$ cat src/rtl/cache_arbiter.sv
// Merges the I-cache and D-cache line-granular memory ports onto one physical
// memory port, serving one transaction at a time with round-robin arbitration.
module cache_arbiter #(
  parameter int unsigned LINE_WIDTH = 256,
  parameter int unsigned ADDR_WIDTH = 32
) (
  input  logic                  clk,
  input  logic                  rst,
  input  logic                  i_pmem_read,
  input  logic [ADDR_WIDTH-1:0] i_pmem_address,
  output logic                  i_pmem_resp,
  output logic [LINE_WIDTH-1:0] i_pmem_rdata,
  input  logic                  d_pmem_read,
  input  logic                  d_pmem_write,
  input  logic [ADDR_WIDTH-1:0] d_pmem_address,
  input  logic [LINE_WIDTH-1:0] d_pmem_wdata,
  output logic                  d_pmem_resp,
  output logic [LINE_WIDTH-1:0] d_pmem_rdata,
  output logic                  mem_read,
  output logic                  mem_write,
  output logic [ADDR_WIDTH-1:0] mem_address,
  output logic [LINE_WIDTH-1:0] mem_wdata,
  input  logic                  mem_resp,
  input  logic [LINE_WIDTH-1:0] mem_rdata
);

  typedef enum logic [1:0] {IDLE, SERVE_I, SERVE_D, RECOVER} state_t;
  typedef enum logic {GRANT_I, GRANT_D} grant_t;

  state_t                state, state_n;
  grant_t                last_grant, last_grant_n;
  logic                  req_read, req_read_n;
  logic                  req_write, req_write_n;
  logic [ADDR_WIDTH-1:0] req_addr, req_addr_n;
  logic [LINE_WIDTH-1:0] req_wdata, req_wdata_n;
  logic                  d_req;

  assign d_req = d_pmem_read | d_pmem_write;

  // Memory side sees only latched request state; read data is broadcast.
  assign mem_read     = req_read;
  assign mem_write    = req_write;
  assign mem_address  = req_addr;
  assign mem_wdata    = req_wdata;
  assign i_pmem_rdata = mem_rdata;
  assign d_pmem_rdata = mem_rdata;

  always_ff @(posedge clk) begin
    if (rst) begin
      state      <= IDLE;
      last_grant <= GRANT_D;
      req_read   <= 1'b0;
      req_write  <= 1'b0;
      req_addr   <= '0;
      req_wdata  <= '0;
    end else begin
      state      <= state_n;
      last_grant <= last_grant_n;
      req_read   <= req_read_n;
      req_write  <= req_write_n;
      req_addr   <= req_addr_n;
      req_wdata  <= req_wdata_n;
    end
  end

  always_comb begin
    state_n      = state;
    last_grant_n = last_grant;
    req_read_n   = req_read;
    req_write_n  = req_write;
    req_addr_n   = req_addr;
    req_wdata_n  = req_wdata;
    i_pmem_resp  = 1'b0;
    d_pmem_resp  = 1'b0;

    case (state)
      IDLE: begin
        // On contention the client that was not served last wins.
        if (i_pmem_read && (!d_req || last_grant == GRANT_D)) begin
          state_n      = SERVE_I;
          last_grant_n = GRANT_I;
          req_read_n   = 1'b1;
          req_write_n  = 1'b0;
          req_addr_n   = i_pmem_address;
        end else if (d_req) begin
          state_n      = SERVE_D;
          last_grant_n = GRANT_D;
          req_read_n   = ~d_pmem_write;
          req_write_n  = d_pmem_write;
          req_addr_n   = d_pmem_address;
          req_wdata_n  = d_pmem_wdata;
        end
      end
      SERVE_I: begin
        if (mem_resp) begin
          i_pmem_resp = 1'b1;
          state_n     = RECOVER;
          req_read_n  = 1'b0;
          req_write_n = 1'b0;
        end
      end
      SERVE_D: begin
        if (mem_resp) begin
          d_pmem_resp = 1'b1;
          state_n     = RECOVER;
          req_read_n  = 1'b0;
          req_write_n = 1'b0;
        end
      end
      RECOVER: state_n = IDLE;
      default: state_n = IDLE;
    endcase
  end

endmodule

$ cat config.mk
export PLATFORM = sky130hd
export DESIGN_NAME = cache_arbiter
export DESIGN_NICKNAME = d
export VERILOG_FILES = /design/src/rtl/cache_arbiter.sv
export SDC_FILE = /design/constraint.sdc
export NUM_CORES = 1
export LEC_CHECK = 0
export ABC_AREA = 1
export CORE_AREA = 3 3 533 535
export DETAILED_ROUTE_END_ITERATION = 8
export DIE_AREA = 0 0 536 538
export SKIP_LAST_GASP = 1
export SYNTH_ARGS = -nofsm -noshare
export SYNTH_HDL_FRONTEND = slang
export SYNTH_SLANG_ARGS = --single-unit
$ cat constraint.sdc
create_clock -name clk -period 1.8 [get_ports clk]
set_input_delay 0.18 -clock clk [delete_from_list [all_inputs] [get_ports clk]]
set_output_delay 0.18 -clock clk [all_outputs]
set_load 0.02 [all_outputs]
Word-level counts from Yosys, hierarchy flattened
Cells that the tools add are included.
- add/sub/neg operators: 0
- multipliers: 0
- divide/modulo/power cells: 0
- $lt $le $gt $ge: 0
- equality and inequality tests: 5
- shift operators: 0
- mux-type cells: 18
- bitwise gates (word level): 3
- reductions and logical operators: 11
- operators with widths (operator ; number):
    32-bit 2-to-1 mux ; 2
    1-bit 2-to-1 mux ; 10
    2-bit 2-to-1 mux ; 3
    2-bit one-hot mux with 3 select lines ; 1
    3-bit AND reduction ; 2
    2-bit equality test, second input constant ; 2
    1-bit one-hot mux with 2 select lines ; 2
    2-bit AND reduction ; 2
    2-bit nonzero test ; 2
    3-bit != test, second input constant ; 1
    2-bit by 1-bit equality test with 1-bit output, second input constant ; 1
    2-bit zero test ; 1
    2-bit by 1-bit != test with 1-bit output, second input constant ; 1
    1-bit inverter ; 2
    2-bit OR reduction ; 1
    1-bit logical AND ; 1
    1-bit zero test ; 1
    1-bit logical OR ; 1
    1-bit OR ; 1
- register bits after elaboration: 293
- latch bits: 0
- memory bits (writable): 0
- bits in read-only memories: 0
- output and inout port bits: 804
- logic and storage cells: 43
- memories kept: 0

Logic depth before layout (Yosys ltp)
- word-level depth: 6
- mapped depth: 10
- gate-level depth less buffers: 9

Worst setup path before layout
No wires, ideal clock.
- path kind: register to register
- from: register state[0]
- to: register req_wdata[100], in the netlist mem_wdata[100]
- setup time: 0.116 ns
- arrival: 1.288 ns
- setup slack: 0.396 ns
- stages on the path, launching flop included: 11
- path through: dfxtp_1 inv_1 ha_1 nand2_1 inv_2 nand2_4 inv_4 buf_6 buf_6 nor2_1 nor2_1
- longest elaborated chain between the ends: 2
- ends and longest elaborated chain (element ; RTL line ; source):
    start, declared ; 30 ; state_t state, state_n;
    start signal, assigned ; 57 ; state <= state_n;
    2-bit zero test ; 76 ; case (state)
    3-bit AND reduction (no source line) ; -- ;
    end signal, assigned ; 62 ; req_wdata <= req_wdata_n;
    end, declared ; 35 ; logic [LINE_WIDTH-1:0] req_wdata, req_wdata_n;
No other way between the ends.
A chain may end at the register's enable or synchronous reset.

Worst setup path in the final report
- from: register req_wdata[135], in the netlist mem_wdata[135]
- to: output port mem_wdata[135]
- RTL lines (element ; RTL line ; source):
    end, declared ; 22 ; output logic [LINE_WIDTH-1:0] mem_wdata,
No word-level cell between the ends.

==> impl_metrics.tcl <==
set metrics [dict create \
    grt_pass1_vias 12076 \
    max_cap_violations 0 \
    grt_overflow 0 \
    remaining_drc_errors 0 \
    synth_ff_type "dfxtp_1" \
    initial_core_util 0.0526 \
    clock-sinks 293 \
    irDropWorstVdd_v 0.000753 \
    top_layer "met5" \
    synth_edf_count 0 \
    dr.pass1.iters 5 \
    multi_input_area_um2 4220 \
    met2_length_mm 76.4 \
    max_slew.worst_pin.slew_ns 0.615 \
    drtIter0Drc 774 \
    crit_required_ns 1.62 \
    synth_nets 2536 \
    yosys_warnings 0 \
    drive_above_1_share 0.145 \
    rsz0062_at_grt "true" \
    register_area_um2 5870 \
    routed_via_density 2.30 \
    hp-class "in2reg" \
    async_flop_share 0 \
    hold_viol 0 \
    yosys-top-cells-area "dfxtp_1 (40%), buf_4 (26%), nor2_1 (15%)" \
    ys_seq_elements 293 \
    die_h_um 538 \
    synth_top_area_share 0.399 \
    path_cells "clkdlybuf4s15_1" \
    critPathSlowestCell "clkdlybuf4s15_1" \
    cts-root-buf "clkbuf_16" \
    synthCells 1951 \
    hpwl_mm 180 \
    fillers 32654 \
    p_leak_nw 8.88 \
    p_per_area_nw_per_um2 1650 \
    finalCriticalPeriod_ns 1.77 \
    core_um2 279000 \
    crit_path_end_kind "primary output" \
    fin_tns_setup_ns 0 \
    grt_usage 0.128 \
    antenna_found_initial 93 \
    mostFrequentLayoutCells "nor2_1 (574), clkdlybuf4s50_1 (324), dfxtp_1 (291), o21ai_0 (196), buf_4 (168)" \
    finalNetCount 2672 \
    dieArea_um2 288000 \
    grt_start_max_net_pins 81 \
    vias 13455 \
    startpoint_type "flip-flop" \
    cp_slowest_stage_delay_ns 0.59 \
    cts_max_level 2 \
    clk_latency_ns 0.69 \
    synth.distinct_cells 21 \
    wire_per_inst_um 33.7 \
    tritoncts "built" \
    syn_avg_cell_area_um2 7.53 \
    cts_max_path_buffers 3 \
    rows 194 \
    wl_met3_mm 64.6 \
    ios 1386 \
    synth_top_area_cell "dfxtp_1" \
    slew_viol_final 0 \
    crit_buf_inv 1 \
    numPortBuffers 617 \
    drt-total-wl_mm 197 \
    whs_ns 0.119 \
    syn_area_um2 14700 \
    m1WireLength_mm 45.2 \
    path_class "reg2out" \
    crit_family "buffers and inverters" \
    fin_crit_sh 0.985 \
    status "completed" \
    ys_seq_area_frac 0.399 \
    fmax_ghz 0.564 \
    gp_congestion 0.857 \
    grt_first_pass_wirelength_mm 218 \
    fin_skew_ns 0.0545 \
    synthToLayoutAreaGrowth_pct 57.6 \
    ant_nets 0 \
    layout_commonest_cell "nor2_1" \
    crit_fanout 2 \
    worstPathArrival_ns 1.59 \
    fp.dieW_um 536 \
    relSlewSlack 0.592 \
    clk_pin_slew_worst_paths_ns 0.06 \
    setup_violations 0 \
    numCtsBuffers 43 \
]
through the flow:
| step | worst slack (ns) | area [µm²] | util | std cells | total power, mW |
|---|---|---|---|---|---|
| after floorplan | 0.396 | 14700 | - | 1951 | 20.2 |
| after global placement | -0.405 | 21500 | 0.0771 | 5751 | 29.3 |
| after detailed placement | -0.379 | 21500 | 0.0771 | 5751 | 29.5 |
| after CTS | -0.158 | 22800 | 0.0817 | 5830 | 38.1 |
| after global routing | -0.0597 | 23200 | 0.0829 | 5848 | 40.7 |
| final | 0.0265 | 23200 | 0.0829 | 5850 | 38.2 |
repair_timing:
item,in CTS,in global routing
gates resized for setup,211,43
setup endpoints to repair,183,199
buffers inserted,1,8
gates cloned,0,6
hold buffers,1,0
hold endpoints to repair,2,0
pin swaps,0,2
metal layers:
layer	GRT usage	vias to the layer above
met1	0.0841	5618
met2	0.176	1538
met4	0.0548	22
li1	-	5854
met5	0.00987	-
met3	0.196	423
state kept, by name (all words and copies together), names as in the netlist:
register,cells
state,2
mem_address,32
mem_write,1
mem_read,1
last_grant,1
mem_wdata,256
cell families (layout without fill, tap and decap cells):
logic type / count (synthesis) / after routing / synth area share
compound gates: 260 / 260 / 0.0887
flops: 293 / 293 / 0.399
fa+ha+maj: 3 / 3 / 0.00255
buf+inv: 661 / 829 / 0.318
simple gates: 734 / 734 / 0.191
other cells: 0 / 7 / 0
worst register-to-register path: stages, from the launching register on:
cell	delay (ns)
dfxtp_2	0.32
inv_2	0.08
ha_4	0.15
nand2_4	0.06
inv_4	0.07
nand2_8	0.11
buf_8	0.17
buf_12	0.13
clkbuf_16	0.17
o21ai_0	0.18
buf_4	0.16
nor2_1	0.03
cells in the mapped netlist, types with 2 or more instances:
master and count:
a21oi_1 3, buf_1 5, buf_2 18, buf_4 512, buf_6 30, clkbuf_1 30, clkbuf_2 18, dfxtp_1 293
ha_1 3, inv_1 45, inv_2 2, nand2_1 113, nand3_1 35, nor2_1 583, o21ai_0 210, o21ai_1 46
layout make-up:
| cell class | instances | share of cell area |
|---|---|---|
| clock buffers | 52 | 0.0496 |
| diodes | 7 | 0.000756 |
| flip-flops and latches | 293 | 0.253 |
| well taps | 3724 | 0.201 |
| inverters | 48 | 0.00875 |
| repair buffers | 704 | 0.291 |
| clock inverters | 25 | 0.0131 |
| multi-input cells | 997 | 0.182 |
power by group:
part / switching (mW) / leakage (nW) / total (mW) / internal, mW
combinational: 12.4 / 5.75 / 18.7 / 6.33
sequential: 1.44 / 2.43 / 10.3 / 8.87
clock: 3.96 / 0.700 / 9.13 / 5.18
total: 17.8 / 8.88 / 38.2 / 20.4
worst paths after layout:
path / cells past startpoint / endpoint / start / slack (ns)
setup / recovery: 1 / mem_wdata[135] / mem_wdata[135] / 0.03
hold / removal: 3 / mem_wdata[14] / d_pmem_wdata[14] / 0.12
setup reg to reg: 11 / mem_wdata[37] / state[0] / 0.06
hold reg to reg: 2 / mem_wdata[95] / mem_wdata[95] / 0.47
No activity file was read; power rests on OpenSTA's default activity.
